**src/rtl/time_counter.sv**
```systemverilog
// time_counter: packed-BCD time-of-day counter advanced by a prescaled
// tick strobe, with a handshaked set-time loader (IDLE/CHECK/ACK/WAIT).
// Build option: define TWELVE_HOUR_EN for a 12-hour clock (hours 12,01..11
// with o_pm); otherwise hours run 00..23, o_pm is tied low and i_load_pm is
// ignored. The port list is the same in both builds.
module time_counter #(
  parameter int unsigned P_TICKS_PER_SEC = 1
) (
  input  logic       i_clk,
  input  logic       i_reset,
  input  logic       i_tick,
  input  logic       i_load_valid,
  input  logic [7:0] i_load_hh,
  input  logic [7:0] i_load_mm,
  input  logic [7:0] i_load_ss,
  input  logic       i_load_pm,
  output logic [7:0] o_hh,
  output logic [7:0] o_mm,
  output logic [7:0] o_ss,
  output logic       o_pm,
  output logic       o_load_ack,
  output logic       o_load_err,
  output logic       o_min_pulse,
  output logic       o_hour_pulse,
  output logic       o_rollover
);

  typedef enum logic [1:0] {S_IDLE, S_CHECK, S_ACK, S_WAIT} state_e;

  localparam logic [7:0] LP_LAST_TICK = 8'(P_TICKS_PER_SEC - 1);
`ifdef TWELVE_HOUR_EN
  localparam logic [7:0] LP_RESET_HH = 8'h12;
`else
  localparam logic [7:0] LP_RESET_HH = 8'h00;
`endif

  // Two-digit packed-BCD increment; callers handle the wrap values.
  function automatic logic [7:0] bcd_inc(input logic [7:0] v);
    if (v[3:0] == 4'd9) return {v[7:4] + 4'd1, 4'd0};
    else                return {v[7:4], v[3:0] + 4'd1};
  endfunction

  state_e     state_q, state_d;
  logic [7:0] ld_hh_q, ld_mm_q, ld_ss_q;
  logic       ld_pm_q;
  logic       ld_err_q;
  logic       load_bad;
  logic       load_commit;

  logic [7:0] presc_q, presc_d;
  logic [7:0] hh_q, hh_d, mm_q, mm_d, ss_q, ss_d;
  logic       min_pulse_q, min_pulse_d;
  logic       hour_pulse_q, hour_pulse_d;
  logic       rollover_q, rollover_d;
`ifdef TWELVE_HOUR_EN
  logic       pm_q, pm_d;
`else
  logic       unused_load_pm;
  assign unused_load_pm = i_load_pm;
`endif

  // Load FSM state register.
  always_ff @(posedge i_clk) begin
    // NOTE: sequential state uses non-blocking assignments so every register
    // samples pre-edge values regardless of block ordering.
    if (i_reset) state_q <= S_IDLE;
    else         state_q <= state_d;
  end

  // Load FSM next state; a request must drop before a new one is accepted.
  always_comb begin
    // NOTE: every output of a combinational block gets a default first,
    // otherwise a missed branch infers a latch.
    state_d = state_q;
    unique case (state_q)
      S_IDLE:  if (i_load_valid) state_d = S_CHECK;
      S_CHECK: state_d = S_ACK;
      S_ACK:   state_d = S_WAIT;
      S_WAIT:  if (!i_load_valid) state_d = S_IDLE;
      default: state_d = S_IDLE;
    endcase
  end

  // Field validation of the captured load request.
  always_comb begin
    load_bad = 1'b0;
    if (ld_ss_q[3:0] > 4'd9 || ld_ss_q[7:4] > 4'd5) load_bad = 1'b1;
    if (ld_mm_q[3:0] > 4'd9 || ld_mm_q[7:4] > 4'd5) load_bad = 1'b1;
`ifdef TWELVE_HOUR_EN
    if (!((ld_hh_q[7:4] == 4'd0 && ld_hh_q[3:0] >= 4'd1 && ld_hh_q[3:0] <= 4'd9) ||
          (ld_hh_q[7:4] == 4'd1 && ld_hh_q[3:0] <= 4'd2)))
      load_bad = 1'b1;
`else
    if (ld_hh_q[3:0] > 4'd9 || ld_hh_q > 8'h23) load_bad = 1'b1;
`endif
  end

  // Capture the request in IDLE and latch the verdict in CHECK.
  always_ff @(posedge i_clk) begin
    // NOTE: these holding registers need no reset: IDLE always writes them
    // before CHECK or ACK reads them.
    if (state_q == S_IDLE && i_load_valid) begin
      ld_hh_q <= i_load_hh;
      ld_mm_q <= i_load_mm;
      ld_ss_q <= i_load_ss;
      ld_pm_q <= i_load_pm;
    end
    if (state_q == S_CHECK) ld_err_q <= load_bad;
  end

  assign load_commit = (state_q == S_ACK) && !ld_err_q;

  // Next time: a valid load wins over (and discards) a coincident tick.
  always_comb begin
    presc_d      = presc_q;
    hh_d         = hh_q;
    mm_d         = mm_q;
    ss_d         = ss_q;
    min_pulse_d  = 1'b0;
    hour_pulse_d = 1'b0;
    rollover_d   = 1'b0;
`ifdef TWELVE_HOUR_EN
    pm_d         = pm_q;
`endif
    if (load_commit) begin
      presc_d = 8'd0;
      hh_d    = ld_hh_q;
      mm_d    = ld_mm_q;
      ss_d    = ld_ss_q;
`ifdef TWELVE_HOUR_EN
      pm_d    = ld_pm_q;
`endif
    end else if (i_tick) begin
      if (presc_q != LP_LAST_TICK) begin
        presc_d = presc_q + 8'd1;
      end else begin
        presc_d = 8'd0;
        if (ss_q != 8'h59) begin
          ss_d = bcd_inc(ss_q);
        end else begin
          ss_d        = 8'h00;
          min_pulse_d = 1'b1;
          if (mm_q != 8'h59) begin
            mm_d = bcd_inc(mm_q);
          end else begin
            mm_d         = 8'h00;
            hour_pulse_d = 1'b1;
`ifdef TWELVE_HOUR_EN
            if (hh_q == 8'h12) begin
              hh_d = 8'h01;
            end else if (hh_q == 8'h11) begin
              hh_d       = 8'h12;
              pm_d       = !pm_q;
              rollover_d = pm_q;
            end else begin
              hh_d = bcd_inc(hh_q);
            end
`else
            if (hh_q == 8'h23) begin
              hh_d       = 8'h00;
              rollover_d = 1'b1;
            end else begin
              hh_d = bcd_inc(hh_q);
            end
`endif
          end
        end
      end
    end
  end

  // Time, prescaler and carry-strobe registers.
  always_ff @(posedge i_clk) begin
    if (i_reset) begin
      presc_q      <= 8'd0;
      hh_q         <= LP_RESET_HH;
      mm_q         <= 8'h00;
      ss_q         <= 8'h00;
      min_pulse_q  <= 1'b0;
      hour_pulse_q <= 1'b0;
      rollover_q   <= 1'b0;
`ifdef TWELVE_HOUR_EN
      pm_q         <= 1'b0;
`endif
    end else begin
      presc_q      <= presc_d;
      hh_q         <= hh_d;
      mm_q         <= mm_d;
      ss_q         <= ss_d;
      min_pulse_q  <= min_pulse_d;
      hour_pulse_q <= hour_pulse_d;
      rollover_q   <= rollover_d;
`ifdef TWELVE_HOUR_EN
      pm_q         <= pm_d;
`endif
    end
  end

  assign o_hh         = hh_q;
  assign o_mm         = mm_q;
  assign o_ss         = ss_q;
`ifdef TWELVE_HOUR_EN
  assign o_pm         = pm_q;
`else
  assign o_pm         = 1'b0;
`endif
  assign o_load_ack   = (state_q == S_ACK);
  assign o_load_err   = (state_q == S_ACK) && ld_err_q;
  assign o_min_pulse  = min_pulse_q;
  assign o_hour_pulse = hour_pulse_q;
  assign o_rollover   = rollover_q;

endmodule
```
**config.mk**
```make
export PLATFORM = sky130hd
export DESIGN_NAME = time_counter
export DESIGN_NICKNAME = d
export VERILOG_FILES = /design/src/rtl/time_counter.sv
export SDC_FILE = /design/constraint.sdc
export NUM_CORES = 1
export LEC_CHECK = 0
export CORE_UTILIZATION = 27
export DETAILED_ROUTE_END_ITERATION = 7
export SLEW_MARGIN = 20
export SYNTH_ARGS = -nofsm -noshare
export SYNTH_HDL_FRONTEND = slang
export SYNTH_SLANG_ARGS = --single-unit
```
**constraint.sdc**
```tcl
create_clock -name i_clk -period 4.2 [get_ports i_clk]
set_clock_uncertainty 0.2 [all_clocks]
set_input_delay 0.84 -clock i_clk [delete_from_list [all_inputs] [get_ports i_clk]]
set_output_delay 0.84 -clock i_clk [all_outputs]
set_load 0.01 [all_outputs]
```
==> qor.yml <==
run_status: "finished clean"
gp_congestion: 0.8285
setup.worst_path.class: "in2reg"
endpoint_kind: "flip-flop"
design_area_um2: 3856
hold_depth: 2
worst_slew_margin_rel_pct: 57.04
seq_power_share_pct: 51.9
fraction_of_power_consumed_by_combinational_cells_pct: 14.5
cts_setup_buffers: 0
antenna-diode-count: 0
drt_pre_antenna_iters: 4
achievable-frequency_mhz: 309.6
number_of_warnings_printed_during_yosys_synthesis: 0
grt_use_total_pct: 13.61
clockPowerShare_pct: 33.6
cts_resized: 0
cts.sinks: 62
cpPeakStageDelay_ns: 0.62
synth.yosys.seq_area_share_pct: 50.19
required_ns: 4.27
clock-root-buffer: "clkbuf_8"
area_growth_pct: 29.77
layout.nets: 400
num_vias: 2424
ys_async_sr_fraction_pct: 0
power_density_normalized_to_cell_area_nw_per_um2: 380.4
detailed_place_hpwl_mm: 5.035
initial_antenna_violation_count: 0
drive_above_1_share_pct: 6.145
port_buffers: 56
gr-total-overflow: 0
clock_tree_from_tritoncts: "done"
final_critical_path_required_period_ns: 3.230
yosys.cell_types.count: 43
unrepaired_setup_endpoints_after_global_routing: "false"
mappedNetlistNets: 342
hold_buffers: 0
total_instance_count_after_detailed_placement: 478
cpLargestDelayFamily: "simple AND/OR/NAND/NOR gates"
design.portCount: 59
worstSkewPairLatency_ns: 0.36
critical_path.n_buffers_inverters: 1
detail_route.drc_violations: 0
synth_area_per_cell_um2: 10.07
ir_worst_vdd_v: 0.0001415
clkTransAtPathRegs_ns: 0.07
internal_power_w: 0.001071
clock_tree.buffer_depth: 2
post_drt_via_cell_ratio: 4.907
design.die.area_um2: 11430
synthFlopType: "dfxtp_1"
cap_viol_max_count: 0
die_width_um: 106.9
synth_edf_count: 25
crit_arrival_ns: 3.30
htree_levels: 3
placement_rows: 37
tritoncts.num_buffers: 9
min_period_over_period_pct: 76.91
totalWireLength_mm: 7.350
crit_chain: "clkdlybuf4s50_1 > or4b_4 > nor4_4 > nand2_4 > or4_1 > a311oi_1"
pin_count_of_the_biggest_net_entering_global_routing: 31
finalHoldViolCount: 0
crit_path_top_delay_cell: "clkdlybuf4s50_1"
worst_slew_pin_slew_ns: 0.6415
avgRoutedWirePerCell_um: 14.88
start_util_pct: 28.28
power.switching_fraction_pct: 26.98
timing_max_transition_violations_final: 0
area_of_placed_instances_um2: 3675
netlist_area_um2: 2972
p_leak_nw: 1.366
mostFrequentLayoutCells: "clkdlybuf4s50_1, dfxtp_1, nor2_1, edfxtp_1, nor3_1"
die_height_um: 106.9
p_switching_w: 0.0003957
final_cells: 494
drt.antenna.violating_nets: 0
coreArea_um2: 10510
via_count_of_the_first_global_routing_pass: 2284
hold_path_class: "reg2reg"
finalSetupViolations: 0
drt-initial-drc-count: 117
layout_commonest_cell: "clkdlybuf4s50_1"
grt_pass1_wl_mm: 11.63
critical_path_cell_count: 6
critical_path_launch_point_type: "input pin"
setup_tns_ns: 0
synth_seq_cells: 62
reg2regPathDepth: 7
syn-instance-count: 295
critical_path_peak_fanout: 9
[worst register-to-register path: stages (launching register included)]
cell      delay, ns
dfxtp_1        0.35
inv_1          0.07
ha_1           0.15
or4b_4         0.49
nor4_4         0.49
nand2_4        0.14
or4_1          0.41
a311oi_1       0.25
[power groups by stage]
stage	clock network (W)	registers (W)	logic, W
floorplan	0	0.000759	0.000119
global placement	0	0.000773	0.000208
detailed placement	0	0.000773	0.000215
CTS	0.000509	0.000761	0.000216
global route	0.000537	0.000772	0.000233
finish	0.000493	0.000761	0.000213
[logic make-up after synthesis]
kind of cell / count (synthesis) / share of synthesized area [%]
compound gates: 52 / 11.79
xor+xnor: 9 / 2.652
fa+ha+maj: 18 / 7.579
buf+inv: 25 / 3.537
flops: 62 / 50.19
mux: 4 / 1.347
other cells: 1 / 0.1262
simple gates: 124 / 22.78
[Yosys cell counts (2+ instances only)]
library cell   n  share of area, %
o21ai_0       11               1.9
ha_1          18               7.6
o211ai_1       3              0.76
inv_1         12               1.5
or4b_4         2              0.93
a31oi_1        2              0.42
xor2_1         4               1.2
buf_1          2              0.25
o31ai_1        2              0.51
or4_1          2              0.51
nor4b_1        3              0.88
xnor2_1        5               1.5
nor2_1        36               4.5
clkbuf_1       9               1.1
nand4_1        6               1.3
and2_1         4              0.84
dfxtp_1       37                25
nor2b_1        7               1.5
a211oi_1      12               3.0
a221oi_1       3              0.88
nand3_1        8               1.3
edfxtp_1      25                25
or3_1          3              0.63
nor3_1        20               3.4
nand2_1       13               1.6
nand2b_1       2              0.42
and3b_1        4               1.2
and3_1         5               1.1
nor4_1         4              0.84
mux2i_1        4               1.3
a21oi_1       10               1.7
a311oi_1       4               1.2
nand3b_1       3              0.76
[through the flow]
| stage | utilization, % | setup WS (ns) | power [W] | hold slack (ns) |
|---|---|---|---|---|
| floorplan | - | 1.337 | 0.0008787 | 0.2770 |
| global placement | 34.97 | 0.6166 | 0.0009812 | 0.3075 |
| detailed placement | 34.97 | 0.5781 | 0.0009878 | 0.3128 |
| CTS | 36.69 | 0.9594 | 0.001487 | 0.3442 |
| global route | 36.69 | 0.7731 | 0.001542 | 0.3596 |
| finish | 36.69 | 0.9699 | 0.001467 | 0.3431 |
[cell type report]
| class | count | area (µm²) |
|---|---|---|
| clock buffer | 15 | 176.4 |
| sequential | 62 | 1491 |
| tap | 136 | 170.2 |
| multi-input combinational | 208 | 1378 |
| inverter | 12 | 45.04 |
| timing repair buffer | 60 | 590.6 |
| clock inverter | 1 | 5.005 |
| fill | 1058 | 6653 |
[state kept, by name (all words and copies together) (netlist names)]
signal and count:
o_min_pulse 1, ld_hh_q 8, state_q 2, o_hour_pulse 1
ld_ss_q 8, ld_err_q 1, o_ss 8, ld_mm_q 8
o_hh 8, o_mm 8, o_rollover 1, presc_q 8
[routing by layer]
layer	track usage, %	routed length (µm)
met1	17.11	3437
met2	20.97	3346
met3	4.377	445
met4	6.654	121
met5	0	0
[final timing paths]
path | from | to | slack [ns]
worst max register to register | presc_q[0] | o_hh[2] | 1.55
worst max-delay path | i_tick | o_hh[2] | 0.97
worst min-delay path | state_q[0] | state_q[0] | 0.34
worst min register to register | state_q[0] | state_q[0] | 0.34
(Power assumes the default switching activity.)
